## config.mk

```make
export PLATFORM = sky130hd
export DESIGN_NAME = lap_stopwatch
export DESIGN_NICKNAME = d
export VERILOG_FILES = /design/src/rtl/lap_stopwatch_pkg.sv /design/src/rtl/lap_stopwatch_seg_scan_mux.sv /design/src/rtl/lap_stopwatch.sv
export SDC_FILE = /design/constraint.sdc
export NUM_CORES = 1
export LEC_CHECK = 0
export BUFFER_PORTS_ARGS = -buffer_cell sky130_fd_sc_hd__buf_2
export CORE_MARGIN = 1
export CORE_UTILIZATION = 56
export DETAILED_ROUTE_END_ITERATION = 8
export HOLD_SLACK_MARGIN = 0.06
export PLACE_DENSITY_LB_ADDON = 0.12
export SLEW_MARGIN = 20
export SYNTH_ARGS = -nofsm -noshare
export SYNTH_HDL_FRONTEND = slang
export SYNTH_SLANG_ARGS = --single-unit
export TNS_END_PERCENT = 20
```

## constraint.sdc

```tcl
create_clock -name clock -period 2.1 [get_ports clock]
set_input_delay 0.42 -clock clock [delete_from_list [all_inputs] [get_ports clock]]
set_output_delay 0.42 -clock clock [all_outputs]
set_load 0.05 [all_outputs]
```

## src/rtl/lap_stopwatch_pkg.sv

```systemverilog
// Shared types and constants for the lap stopwatch: FSM states, BCD digit
// type, per-digit radix table and active-low seven-segment patterns.
package lap_stopwatch_pkg;

  typedef enum logic [1:0] {IDLE, RUN, PAUSED, LAP} sw_state_t;

  typedef logic [3:0] bcd_t;

  // Digit 0 is hundredths; 8 digits read HH:MM:SS.hh
  localparam bcd_t DIGIT_RADIX [8] = '{4'd10, 4'd10, 4'd10, 4'd6,
                                       4'd10, 4'd6, 4'd10, 4'd10};

  // Segment order {g,f,e,d,c,b,a}, active-low
  localparam logic [6:0] SEG_LUT [10] = '{7'b1000000, 7'b1111001, 7'b0100100,
                                          7'b0110000, 7'b0011001, 7'b0010010,
                                          7'b0000010, 7'b1111000, 7'b0000000,
                                          7'b0010000};

  localparam logic [6:0] SEG_BLANK = 7'b1111111;

  function automatic logic [6:0] seg_decode(input bcd_t d);
    return (d < 4'd10) ? SEG_LUT[d] : SEG_BLANK;
  endfunction

endpackage

```

## src/rtl/lap_stopwatch_seg_scan_mux.sv

```systemverilog
// Multiplexed display driver: scan counter, digit select, optional leading
// zero blanking (LEADING_ZERO_BLANK_EN) and BCD-to-segment decode.
module seg_scan_mux
  import lap_stopwatch_pkg::*;
#(
  parameter int CLK_HZ     = 100_000_000,
  parameter int REFRESH_HZ = 1000,
  parameter int NUM_DIGITS = 8
) (
  input  logic                        clock,
  input  logic                        reset,
  input  bcd_t [NUM_DIGITS-1:0]       digits_i,
  output logic [NUM_DIGITS-1:0]       anode_o,
  output logic [6:0]                  segs_o
);

  localparam int RMAX = CLK_HZ / REFRESH_HZ - 1;
  localparam int RW   = (RMAX > 0) ? $clog2(RMAX + 1) : 1;
  localparam int IW   = $clog2(NUM_DIGITS);

  logic [RW-1:0]         rcnt_q;
  logic [IW-1:0]         idx_q;
  logic [NUM_DIGITS-1:0] anode_q;
  logic [6:0]            segs_q;
  logic [NUM_DIGITS-1:0] blank;

`ifdef LEADING_ZERO_BLANK_EN
  // A digit blanks only if it and everything above it is zero; digits 0..2 always show
  always_comb begin
    logic zero_above;
    zero_above = 1'b1;
    blank      = '0;
    for (int i = NUM_DIGITS - 1; i >= 0; i--) begin
      zero_above = zero_above && (digits_i[i] == 4'd0);
      blank[i]   = (i >= 3) && zero_above;
    end
  end
`else
  assign blank = '0;
`endif

  always_ff @(posedge clock) begin
    if (reset) begin
      rcnt_q  <= '0;
      idx_q   <= '0;
      anode_q <= {{(NUM_DIGITS-1){1'b1}}, 1'b0};
      segs_q  <= SEG_LUT[0];
    end else begin
      anode_q <= ~(NUM_DIGITS'(1) << idx_q);
      segs_q  <= blank[idx_q] ? SEG_BLANK : seg_decode(digits_i[idx_q]);
      if (rcnt_q == RW'(RMAX)) begin
        rcnt_q <= '0;
        idx_q  <= (idx_q == IW'(NUM_DIGITS - 1)) ? '0 : idx_q + 1'b1;
      end else begin
        rcnt_q <= rcnt_q + 1'b1;
      end
    end
  end

  assign anode_o = anode_q;
  assign segs_o  = segs_q;

endmodule

```

## src/rtl/lap_stopwatch.sv

```systemverilog
// BCD stopwatch with start/pause, clear and lap freeze driving a multiplexed
// common-anode display. Optional feature macro: LEADING_ZERO_BLANK_EN.
module lap_stopwatch
  import lap_stopwatch_pkg::*;
#(
  parameter int CLK_HZ     = 100_000_000,
  parameter int TICK_HZ    = 100,
  parameter int REFRESH_HZ = 1000,
  parameter int NUM_DIGITS = 8
) (
  input  logic                  clock,
  input  logic                  reset,
  input  logic                  start,
  input  logic                  lap,
  input  logic                  clear,
  output logic                  running,
  output logic                  overflow,
  output logic [NUM_DIGITS-1:0] anode_assert,
  output logic [6:0]            segs
);

  localparam int PMAX = CLK_HZ / TICK_HZ - 1;
  localparam int PW   = (PMAX > 0) ? $clog2(PMAX + 1) : 1;

  // Button bits are {clear, lap, start}
  logic [2:0] btn_q, btn_prev_q, rise;
  sw_state_t  state_q, state_d;
  logic [PW-1:0] presc_q, presc_d;
  bcd_t [NUM_DIGITS-1:0] digits_q, digits_d, snap_q, snap_d, disp;
  logic ovf_q, ovf_d, tick;

  assign rise    = btn_q & ~btn_prev_q;
  assign running = (state_q == RUN) || (state_q == LAP);
  assign tick    = running && (presc_q == PW'(PMAX));

  always_comb begin
    state_d = state_q;
    case (state_q)
      IDLE:    if (rise[0]) state_d = RUN;
      RUN:     if (rise[0]) state_d = PAUSED; else if (rise[1]) state_d = LAP;
      LAP:     if (rise[0]) state_d = PAUSED;
      PAUSED:  if (rise[0]) state_d = RUN;
      default: state_d = IDLE;
    endcase
    if (rise[2]) state_d = IDLE;
  end

  // Tick ripples through the digit chain in one cycle; carry out of the top is the wrap
  always_comb begin
    logic c;
    c        = tick;
    digits_d = digits_q;
    for (int i = 0; i < NUM_DIGITS; i++) begin
      if (c) digits_d[i] = (digits_q[i] == DIGIT_RADIX[i] - 4'd1) ? 4'd0 : digits_q[i] + 4'd1;
      c = c && (digits_q[i] == DIGIT_RADIX[i] - 4'd1);
    end
    ovf_d   = c;
    presc_d = presc_q;
    snap_d  = snap_q;
    if (running)               presc_d = tick ? '0 : presc_q + 1'b1;
    else if (state_q == IDLE)  presc_d = '0;
    if (state_d == LAP && rise[1]) snap_d = digits_q;
    if (rise[2]) begin
      digits_d = '0;
      presc_d  = '0;
      snap_d   = '0;
      ovf_d    = 1'b0;
    end
  end

  always_ff @(posedge clock) begin
    if (reset) begin
      btn_q      <= '0;
      btn_prev_q <= '0;
      state_q    <= IDLE;
      presc_q    <= '0;
      digits_q   <= '0;
      snap_q     <= '0;
      ovf_q      <= 1'b0;
    end else begin
      btn_q      <= {clear, lap, start};
      btn_prev_q <= btn_q;
      state_q    <= state_d;
      presc_q    <= presc_d;
      digits_q   <= digits_d;
      snap_q     <= snap_d;
      ovf_q      <= ovf_d;
    end
  end

  assign overflow = ovf_q;
  assign disp     = (state_q == LAP) ? snap_q : digits_q;

  seg_scan_mux #(
    .CLK_HZ     (CLK_HZ),
    .REFRESH_HZ (REFRESH_HZ),
    .NUM_DIGITS (NUM_DIGITS)
  ) u_scan (
    .clock    (clock),
    .reset    (reset),
    .digits_i (disp),
    .anode_o  (anode_assert),
    .segs_o   (segs)
  );

endmodule

```

==> results of run 1 <==
## path summary, 6_finish.rpt
| check | startpoint | to | slack [ns] | cells after the start |
|---|---|---|---|---|
| worst max-delay path | digits_q[1]$_SDFFE_PP0P_ | digits_q[17]$_SDFFE_PP0N_ | 0.02 | 8 |
| worst min register to register | snap_q[23]$_SDFFE_PP0P_ | snap_q[23]$_SDFFE_PP0P_ | 0.46 | 2 |
| worst max register to register | digits_q[1]$_SDFFE_PP0P_ | digits_q[17]$_SDFFE_PP0N_ | 0.02 | 8 |
| worst min-delay path | clear | btn_q[2]$_SDFF_PP0_ | 0.12 | 2 |
## sequential cells by signal, summed over array words and instances, names as in the netlist, 3 cells and up
signal and cells:
btn_prev_q 3, btn_q 3, digits_q 32, presc_q 20, snap_q 32, u_scan.anode_o 8, u_scan.idx_q 3, u_scan.rcnt_q 17
u_scan.segs_o 7
## cell type report
cell class / instances / area, um^2 / share of cell area (%)
sequential: 128 / 2570 / 34.6
inverter: 18 / 72.6 / 0.978
clock buffer: 26 / 498 / 6.71
timing repair buffer: 85 / 623 / 8.40
multi-input combinational: 524 / 3430 / 46.2
tap: 140 / 175 / 2.36
clock inverter: 5 / 52.6 / 0.708
## power by group through the flow
| stage | clock network, mW | registers [mW] | logic, mW |
|---|---|---|---|
| 2_1_floorplan | 0 | 2.50 | 0.108 |
| 3_3_place_gp | 0 | 2.50 | 0.145 |
| 3_5_place_dp | 0 | 2.50 | 0.150 |
| 4_1_cts | 2.77 | 2.45 | 0.152 |
| 5_1_grt | 2.88 | 2.45 | 0.166 |
| 6_report | 2.74 | 2.45 | 0.153 |
## metrics by stage
step | util (%) | instances | power (mW) | hold WS [ns] | setup TNS [ns]
4_1_cts | 68.2 | 926 | 5.37 | 0.0987 | 0
2_1_floorplan | - | 710 | 2.61 | 0.413 | -0.194
3_5_place_dp | 62.4 | 892 | 2.65 | 0.446 | -0.495
6_report | 68.8 | 926 | 5.34 | 0.116 | 0
5_1_grt | 68.8 | 926 | 5.50 | 0.109 | -0.351
3_3_place_gp | 62.4 | 892 | 2.65 | 0.423 | -0.217
## layer usage
layer / track usage (%) / vias up / wire [um]
met3: 6.75 / 24 / 719
li1: - / 2609 / -
met2: 40.0 / 129 / 6510
met1: 35.4 / 2540 / 6740
met5: 0 / - / 0
met4: 7.63 / 0 / 198
## worst reg2reg max path: stages (launching register included)
cell	delay (ns)
dfxtp_1	0.33
nor4bb_4	0.31
buf_4	0.17
and4_1	0.21
and4_4	0.24
buf_12	0.13
nand3_1	0.11
or3_1	0.36
a21oi_1	0.15
## cell families after synthesis
group / after synthesis
xor gates and xnor gates: 31
DFF: 128
muxes: 24
adders and majority gates: 14
AOI/OAI and AO/OA: 126
buffers and inverters: 58
and+or+nand+nor: 329
## what timing repair did
item                       CTS  global route
resized for setup           12            19
pin swaps                    2             4
setup endpoints to repair   14            29
setup buffers                3             0
## placed cells by master (no fill, tap or decap), types with 5 or more instances in the layout
cell type	instances
dfxtp_1	124
nand2_1	101
nor2_1	72
a21oi_1	69
buf_4	61
o21ai_0	24
nor2b_1	24
nand3_1	21
buf_2	21
xnor2_1	18
inv_1	16
clkbuf_16	16
nand4_1	15
xor2_1	13
nor3_1	12
ha_1	11
mux2i_1	9
mux4_2	8
a311oi_1	8
nor3b_1	8
or3_1	7
nand2b_1	7
and3_1	7
mux4_1	6
nor2_2	6
and2_1	6
clkbuf_8	6
nor3_2	5
a211oi_1	5
and4_1	5
nor4_1	5
==> flow_summary.yaml, run 1 <==
timing:
  worst_pin_slew_ns: 0.632
  fin_crit_sh_pct: 99.1
  finalHoldViolCount: 0
  final_max_slew_viol_count: 0
  grt_setup_unrepaired: "true"
  max_clock_freq_mhz: 480
  worst_clock_skew_ns: 0.00616
  finalWorstSetupSlack_ns: 0.0183
  relSlewSlack_pct: 57.9
  period_needed_ns: 2.08
  setup_violations: 0
synthesis:
  netlist_top_cells_count: "dfxtp_1 (128), nand2_1 (101), nor2_1 (77), a21oi_1 (69)"
  synthFlopType: "dfxtp_1"
  synth.distinct_cells: 67
  synth_fp_nets: 729
  synth-xor-area-share_pct: 4.39
  synth_mux_area_share_pct: 7.15
  netlist_area_mm2: 0.00619
  synth.most_common_cell: "dfxtp_1"
  yosys.area.top_type_share_pct: 41.4
  netlist_instances: 710
  synthAdderAreaFrac_pct: 2.83
  ys_ff_latch: 128
  synth-edff-count: 0
  synth_compound_area_share_pct: 12.0
  synth_top_family_by_area: "simple AND/OR/NAND/NOR gates"
  yosysWarnings: 0
  synth.avg_cell_area_um2: 8.72
  yosysTopAreaCell: "dfxtp_1"
  yosys-top-cells-area: "dfxtp_1 (41%), nand2_1 (6.1%), a21oi_1 (5.6%)"
  async_flop_share_pct: 0
  yosys.area_share.simple_pct: 27.3
  ys_seq_area_share_pct: 41.4
global_routing:
  grt_pass1_vias: 4897
  grt_pass1_wl_mm: 23.1
  grt_max_degree: 35
  grt_usage_pct: 25.8
  gr-total-overflow: 0
  antenna_found_initial: 0
placed_design:
  hpwl_mm: 9.61
  pre_cts_ws_ns: -0.118
  routabilityCongestion: 0.802
  postPlaceCellArea_mm2: 0.00674
  portBuffers: 21
setup_path:
  cp.required_ns: 2.56
  crit_path_top_delay_cell: "or3_1"
  crit_path_end_kind: "flop"
  cp.arrival_ns: 2.54
  path_buf_inv: 2
  crit_type: "flop to flop"
  crit_chain: "nor4bb_4, buf_4, and4_1, and4_4, buf_12, nand3_1, or3_1, a21oi_1"
  cpPeakStageDelay_ns: 0.36
  cp_max_fo: 9
  cp_top_family: "simple AND/OR/NAND/NOR gates"
  cp-start-kind: "flop"
pwr:
  p_sw_mw: 1.14
  peakVddDrop_mv: 0.641
  powerDensity_mw_per_mm2: 720
  p_leak_nw: 2.71
  clkPwrFrac_pct: 51.3
  combPwrFrac_pct: 2.9
  seqPwrFrac_pct: 45.9
  swShare_pct: 21.3
  p_int_mw: 4.20
worst_hold_path:
  hp-class: "primary input to flop"
clock_tree:
  clkLatencyLatePin_ns: 0.53
  path_clk_slew_ns: 0.06
  clockBufferDepth: 2
  clock_sinks: 128
  cts_tree: "done"
  hold_buffers: 0
  cts_inserted_buffers: 17
  htree_levels: 4
  cts-root-buf: "clkbuf_8"
cells_and_area:
  drive_above_1_share_pct: 21.6
  design_area_mm2: 0.00742
  nNetsFinal: 793
  num_antenna_cells: 0
  syn2layout_area_growth_pct: 19.9
  num-fill-cells: 846
routing:
  routed_via_density: 5.73
  post_drt_wl_per_cell_um: 15.3
  vias: 5302
  first_pass_iters: 5
  drt_wl_total_mm: 14.2
  postRouteAntennaNets: 0
  drt_first_iter_violations: 393
  drc: 0
floorplanning:
  die_w_um: 107
  rows: 38
  start_util_pct: 57.4
  die_y_um: 107
  coreArea_mm2: 0.0108
  pin_count: 22
  fp.dieArea_mm2: 0.0115
run_status:
  status: "completed"
flow_run:
  drv_cap: 0
Power figures use the tool's default switching activity.
==> inputs of run 2 (changes only) <==
--- a/config.mk
+++ b/config.mk
@@ -7,7 +7,8 @@
 export LEC_CHECK = 0
 export BUFFER_PORTS_ARGS = -buffer_cell sky130_fd_sc_hd__buf_2
 export CORE_MARGIN = 1
-export CORE_UTILIZATION = 56
+export CORE_UTILIZATION = 58
+export CTS_BUF_LIST = sky130_fd_sc_hd__clkbuf_2
 export DETAILED_ROUTE_END_ITERATION = 8
 export HOLD_SLACK_MARGIN = 0.06
 export PLACE_DENSITY_LB_ADDON = 0.12
==> run 2 against run 1 <==
Net effect:
- the flow now finishes with violations (negative setup slack)
- sequential power barely moved
- highest routed layer unchanged
- clock-buffer cell count shrank 9
- sequential share of layout area rose by 0.61 points
- critical path depth decreased by 2
- wire length grew 4.8%
- total power shrank 23%
==> flow_summary.yaml, run 2 (same netlist as run 1, synthesis figures left out) <==
setup_path:
  r2r_cells: 6
  crit_path_end_kind: "flop"
  crit_type: "flop to flop"
  cp_max_fo: 7
  cp.arrival_ns: 2.73
  cp.required_ns: 2.71
  r2r_setup_slack_ns: -0.02
  r2r_end: "u_scan.segs_o[0]$_SDFF_PP0_"
  timing.rr.start: "state_q[1]$_SDFF_PP0_"
  cp-start-kind: "flop"
pwr:
  p_sw_mw: 1.07
  clkPwrFrac_pct: 36.2
  powerDensity_mw_per_mm2: 562
  combPwrFrac_pct: 4.2
  seqPwrFrac_pct: 59.7
  p_leak_nw: 2.66
  p_int_mw: 3.04
  swShare_pct: 26.1
  peakVddDrop_mv: 0.343
  total_power_mw: 4.11
placed_design:
  place_inst: 893
  portBuffers: 21
  pre_cts_ws_ns: -0.145
  hpwl_mm: 10.0
  routabilityCongestion: 0.841
timing:
  grt_setup_unrepaired: "true"
  worst_clock_skew_ns: 0.0232
  relSlewSlack_pct: 66.6
  finalHoldViolCount: 0
  fin_crit_sh_pct: 101
  setup_violations: 2
  max_clock_freq_mhz: 472
  final_max_slew_viol_count: 0
  finalWorstSetupSlack_ns: -0.0200
  worst_pin_slew_ns: 0.499
  timing.hold.ws_ns: 0.139
  period_needed_ns: 2.12
worst_hold_path:
  hp-start: "reset"
  min_delay_path_depth: 3
  hold_end: "u_scan.segs_o[5]$_SDFF_PP0_"
  hp-class: "primary input to flop"
floorplanning:
  coreArea_mm2: 0.0103
  start_util_pct: 60.0
  die_y_um: 105
  pin_count: 22
  rows: 37
  die_w_um: 105
  fp.dieArea_mm2: 0.0111
clock_tree:
  htree_levels: 4
  cts_inserted_buffers: 17
  path_clk_slew_ns: 0.19
  cts_tree: "done"
  cts-root-buf: "clkbuf_2"
  clockBufferDepth: 2
  clock_sinks: 128
  clkLatencyLatePin_ns: 0.70
global_routing:
  grt_pass1_vias: 4902
  grt_max_degree: 38
  gr-total-overflow: 0
  antenna_found_initial: 0
  grt_pass1_wl_mm: 23.4
  grt_usage_pct: 26.9
cells_and_area:
  num_antenna_cells: 0
  nNetsFinal: 808
  syn2layout_area_growth_pct: 18.3
  final_cell_mix: "dfxtp_1 (119), nand2_1 (101), nor2_1 (71), buf_4 (71), a21oi_1 (66)"
  register_area_mm2: 0.00258
  layout_commonest_cell: "dfxtp_1"
  num-fill-cells: 800
  drive_above_1_share_pct: 24.4
  final_cells: 938
  multi_input_area_mm2: 0.00351
  reg.largest.list: "digits_q: 32 flops, snap_q: 32 flops, presc_q: 20 flops"
run_status:
  status: "complete, but fails checks"
  violations: "negative setup slack"
routing:
  vias: 5366
  postRouteAntennaNets: 0
  drt_wl_total_mm: 14.8
  first_pass_iters: 6
  post_drt_wl_per_cell_um: 15.8
  routed_via_density: 5.72
  drt_first_iter_violations: 368
  drc: 0
flow_run:
  drv_cap: 0
==> run 2: cell types whose count changed in the layout (fill, tap and decap cells not counted), sizes merged, moves of 2 or more <==
cell / change
clkinv: +4
buf: +10
inv: +2
dlygate4sd3: +3
clkbuf: -8
clkinvlp: +3
==> run 2: critical path, stage by stage (launching register included) <==
cell	delay, ns
dfxtp_2	0.42
nand2_2	0.15
mux4_2	0.40
nor2_1	0.09
or4_4	0.63
nor3_4	0.26
a211oi_1	0.08
==> run 2: cell type report <==
class,instances,area share [%]
inverter,18,1.09
tap,136,2.32
clock buffer,17,1.16
clock inverter,15,1.95
timing repair buffer,99,10.4
sequential,128,35.2
multi-input combinational,525,47.9
==> run 2: worst max-delay path by stage <==
stage,cells past startpoint,endpoint,start
after global routing,8,u_scan.segs_o[0]$_SDFF_PP0_,u_scan.idx_q[0]$_SDFFE_PP0P_
final,6,u_scan.segs_o[0]$_SDFF_PP0_,state_q[1]$_SDFF_PP0_
after CTS,8,u_scan.segs_o[0]$_SDFF_PP0_,u_scan.idx_q[0]$_SDFFE_PP0P_
after floorplan,12,u_scan.segs_o[5]$_SDFF_PP0_,state_q[0]$_SDFF_PP0_
after detailed placement,8,u_scan.segs_o[0]$_SDFF_PP0_,u_scan.idx_q[0]$_SDFFE_PP0P_
after global placement,8,u_scan.segs_o[3]$_SDFF_PP0_,u_scan.idx_q[0]$_SDFFE_PP0P_
==> run 2: power groups by stage <==
stage	Combinational, mW	Clock [mW]	Sequential (mW)
4_1_cts	0.165	1.51	2.45
6_report	0.171	1.49	2.45
3_3_place_gp	0.156	0	2.50
2_1_floorplan	0.108	0	2.50
3_5_place_dp	0.160	0	2.50
5_1_grt	0.187	1.63	2.46
==> run 2: timing repair <==
action / CTS / global route
gates cloned: 0 / 2
endpoints found under the hold margin: 3 / 0
gates resized for setup: 10 / 45
setup buffers: 1 / 7
endpoints found under the setup margin: 18 / 29
pin swaps: 1 / 16
hold buffers: 3 / 0
==> run 2: per-layer routing <==
metal  GRT usage [%]  vias to the layer above  wire length, um
li1                -                     2647                -
met1            35.9                     2535             6820
met2            41.5                      148             6980
met3            7.54                       36              682
met4            9.86                        0              367
met5               0                        -                0
==> run 2: per-stage QoR <==
step                      utilization [%]  cell area, um^2  TNS (ns)
after detailed placement             65.6             6770    -0.653
final                                70.9             7320   -0.0306
after CTS                            68.6             7080   -0.0390
after global routing                 70.9             7320    -0.519
after floorplan                         -             6200    -0.194
after global placement               65.6             6770   -0.0222
==> inputs of run 3 (changes only) <==
--- a/config.mk
+++ b/config.mk
@@ -15,5 +15,6 @@
 export SLEW_MARGIN = 20
 export SYNTH_ARGS = -nofsm -noshare
 export SYNTH_HDL_FRONTEND = slang
+export SYNTH_HIERARCHICAL = 1
 export SYNTH_SLANG_ARGS = --single-unit
 export TNS_END_PERCENT = 20
==> run 3 against run 2 <==
Net effect:
- the run still ends with negative setup slack left
- wire length down 0.31%
- design area up 2.2%
- largest power group unchanged
- sequential power about the same
- clock-buffer cell count unchanged
- combinational power down 9%
- non-clock buffer count down 14
- clock power up 22%
- die area up 2.8%
- synthesized cell count up 0.28%
- synthesized area up 2.8%
- cell count down 1.7%
==> flow_summary.yaml, run 3 <==
cells_and_area:
  nNetsFinal: 790
  layout_commonest_cell: "dfxtp_1"
  syn2layout_area_growth_pct: 17.6
  final_cell_mix: "dfxtp_1 (124), nand2_1 (107), a21oi_1 (70)"
  reg.largest.list: "digits_q: 32 flops, snap_q: 32 flops, presc_q: 20 flops"
  drive_above_1_share_pct: 24.2
  utilization_pct: 71.6
timing:
  finalWorstSetupSlack_ns: -0.271
  setup_violations: 7
  final_max_slew_viol_count: 0
  worst_clock_skew_ns: 0.0269
  relSlewSlack_pct: 64.2
  max_clock_freq_mhz: 422
  period_needed_ns: 2.37
  grt_setup_unrepaired: "true"
  worst_pin_slew_ns: 0.536
  finalHoldViolCount: 0
  fin_crit_sh_pct: 113
setup_path:
  cp.required_ns: 2.68
  cpPeakStageDelay_ns: 0.46
  crit_type: "flop to flop"
  cp.arrival_ns: 2.95
  cp-start-kind: "flop"
  crit_chain: "nand2_4, buf_6, mux2_4, mux4_2, mux2_4, buf_4, o31ai_4, a21oi_1"
  crit_path_end_kind: "flop"
  crit_path_top_delay_cell: "mux4_2"
  cp_max_fo: 6
  cpMostUsedCell: "mux2_4"
  path_buf_inv: 2
  cp_top_family: "multiplexers"
clock_tree:
  clock_sinks: 128
  path_clk_slew_ns: 0.19
  htree_levels: 4
  clkLatencyLatePin_ns: 0.67
  clockBufferDepth: 2
  cts-root-buf: "clkbuf_2"
  cts_inserted_buffers: 17
  cts_tree: "done"
global_routing:
  met1_usage_pct: 34.1
  grt_use_met2_pct: 46.9
  gr-total-overflow: 0
  grt_max_degree: 40
  gr-usage-met3_pct: 5.71
  grt_pass1_wl_mm: 24.5
  grt_usage_pct: 27.3
  busiest_layer: "met2"
  antenna_found_initial: 0
  grt_pass1_vias: 5081
routing:
  first_pass_iters: 5
  drt_wl_total_mm: 14.8
  routed_via_density: 5.83
  drc: 0
  vias: 5378
  postRouteAntennaNets: 0
  drt_first_iter_violations: 329
  post_drt_wl_per_cell_um: 16.1
floorplanning:
  fp.dieArea_mm2: 0.0114
  coreArea_mm2: 0.0105
  pin_count: 22
  start_util_pct: 60.8
  die_w_um: 107
  rows: 37
  die_y_um: 107
placed_design:
  routabilityCongestion: 0.826
  portBuffers: 21
  hpwl_mm: 10.3
pwr:
  p_leak_nw: 2.85
  powerDensity_mw_per_mm2: 592
  peakVddDrop_mv: 0.631
  total_power_mw: 4.43
synthesis:
  synthFlopType: "dfxtp_1"
  synth.most_common_cell: "dfxtp_1"
  synth-edff-count: 0
  yosysWarnings: 6
  netlist_top_cells_count: "dfxtp_1 (128), nand2_1 (108), a21oi_1 (70), mux2_2 (36), nor2_1 (36)"
  netlist_instances: 712
  netlist_area_mm2: 0.00636
  async_flop_share_pct: 0
  yosys.area.top_type_share_pct: 40.3
  ys_seq_area_share_pct: 40.3
  synth_fp_nets: 730
  synth.avg_cell_area_um2: 8.94
  synth.distinct_cells: 64
  yosys-top-cells-area: "dfxtp_1 (40%), mux2_2 (6.4%), nand2_1 (6.4%)"
  ys_ff_latch: 128
  yosysTopAreaCell: "dfxtp_1"
worst_hold_path:
  hp-class: "flop to flop"
run_status:
  status: "complete, but fails checks"
  violations: "negative setup slack"
flow_run:
  drv_cap: 0
-- run 3: cell types whose count changed in the layout (fill, tap and decap cells not counted), sizes merged, moves of 12 or more --
cell / delta
buf: -16
a31oi: +16
mux2: +35
nor3: -12
nor2: -42
-- run 3: stage by stage --
step           worst slack (ns)  cells  hold WS [ns]  TNS, ns  instance area, um^2
2_1_floorplan            -0.240    712         0.430    -1.41                 6440
3_3_place_gp             -0.199    878         0.444    -1.30                 6950
3_5_place_dp             -0.268    878         0.445    -1.76                 6950
4_1_cts                  -0.257    919         0.467    -1.71                 7390
5_1_grt                  -0.335    921         0.491    -2.22                 7480
6_report                 -0.271    922         0.469    -1.73                 7490
-- run 3: logic make-up (layout without fill, tap and decap cells) --
kind of cell,after synthesis,in the layout,share of synthesized area (%)
buffers and inverters,67,140,4.66
DFF,128,128,40.3
xor gates and xnor gates,25,25,3.44
muxes,53,53,11.4
AOI/OAI and AO/OA,140,140,13.4
and+or+nand+nor,286,286,24.3
adders and majority gates,13,13,2.56
other,0,1,0
-- run 3: what timing repair did --
item / in CTS / in global routing
hold buffers: 6 / 0
pin swaps: 2 / 3
gates resized for setup: 17 / 18
setup buffers: 2 / 3
cloned: 1 / 0
setup endpoints to repair: 9 / 21
endpoints found under the hold margin: 5 / 0
-- run 3: path summary, 6_finish.rpt --
check                           from                          end  slack, ns  depth (start not counted)
max            state_q[1]$_SDFF_PP0_  u_scan/segs_o[5]$_SDFF_PP0_      -0.27                          8
min          snap_q[10]$_SDFFE_PP0P_      snap_q[10]$_SDFFE_PP0P_       0.47                          2
max reg2reg    state_q[1]$_SDFF_PP0_  u_scan/segs_o[5]$_SDFF_PP0_      -0.27                          8
min reg2reg  snap_q[10]$_SDFFE_PP0P_      snap_q[10]$_SDFFE_PP0P_       0.47                          2
-- run 3: tightest hold or removal path: cells and delay by family, from the launching register on --
kind | cells | cell delay (ns)
AND/OR/NAND/NOR | 1 | 0.05
AO/OA/AOI/OAI | 1 | 0.05
flip-flops | 1 | 0.34
-- run 3: final cells by class --
type | instances | area [um^2]
multi-input cells | 517 | 3640
fillers | 819 | 2980
flip-flops and latches | 128 | 2570
repair buffers | 85 | 711
clock inverters | 15 | 216
well taps | 136 | 170
inverters | 23 | 93.8
clock buffers | 17 | 85.1
diodes | 1 | 2.50
-- run 3: per-layer routing --
layer  part of all wire (%)  vias to the layer above
li1                       -                     2654
met1                     44                     2586
met2                     51                      118
met3                    3.6                       20
met4                    1.5                        0
met5                      0                        -
-- run 3: power by group --
part | leakage, nW | internal (mW) | switching, mW | total [mW]
registers | 1.03 | 2.45 | 0.0104 | 2.46
logic | 1.65 | 0.0547 | 0.100 | 0.155
clock network | 0.165 | 0.895 | 0.926 | 1.82
total | 2.85 | 3.40 | 1.04 | 4.43
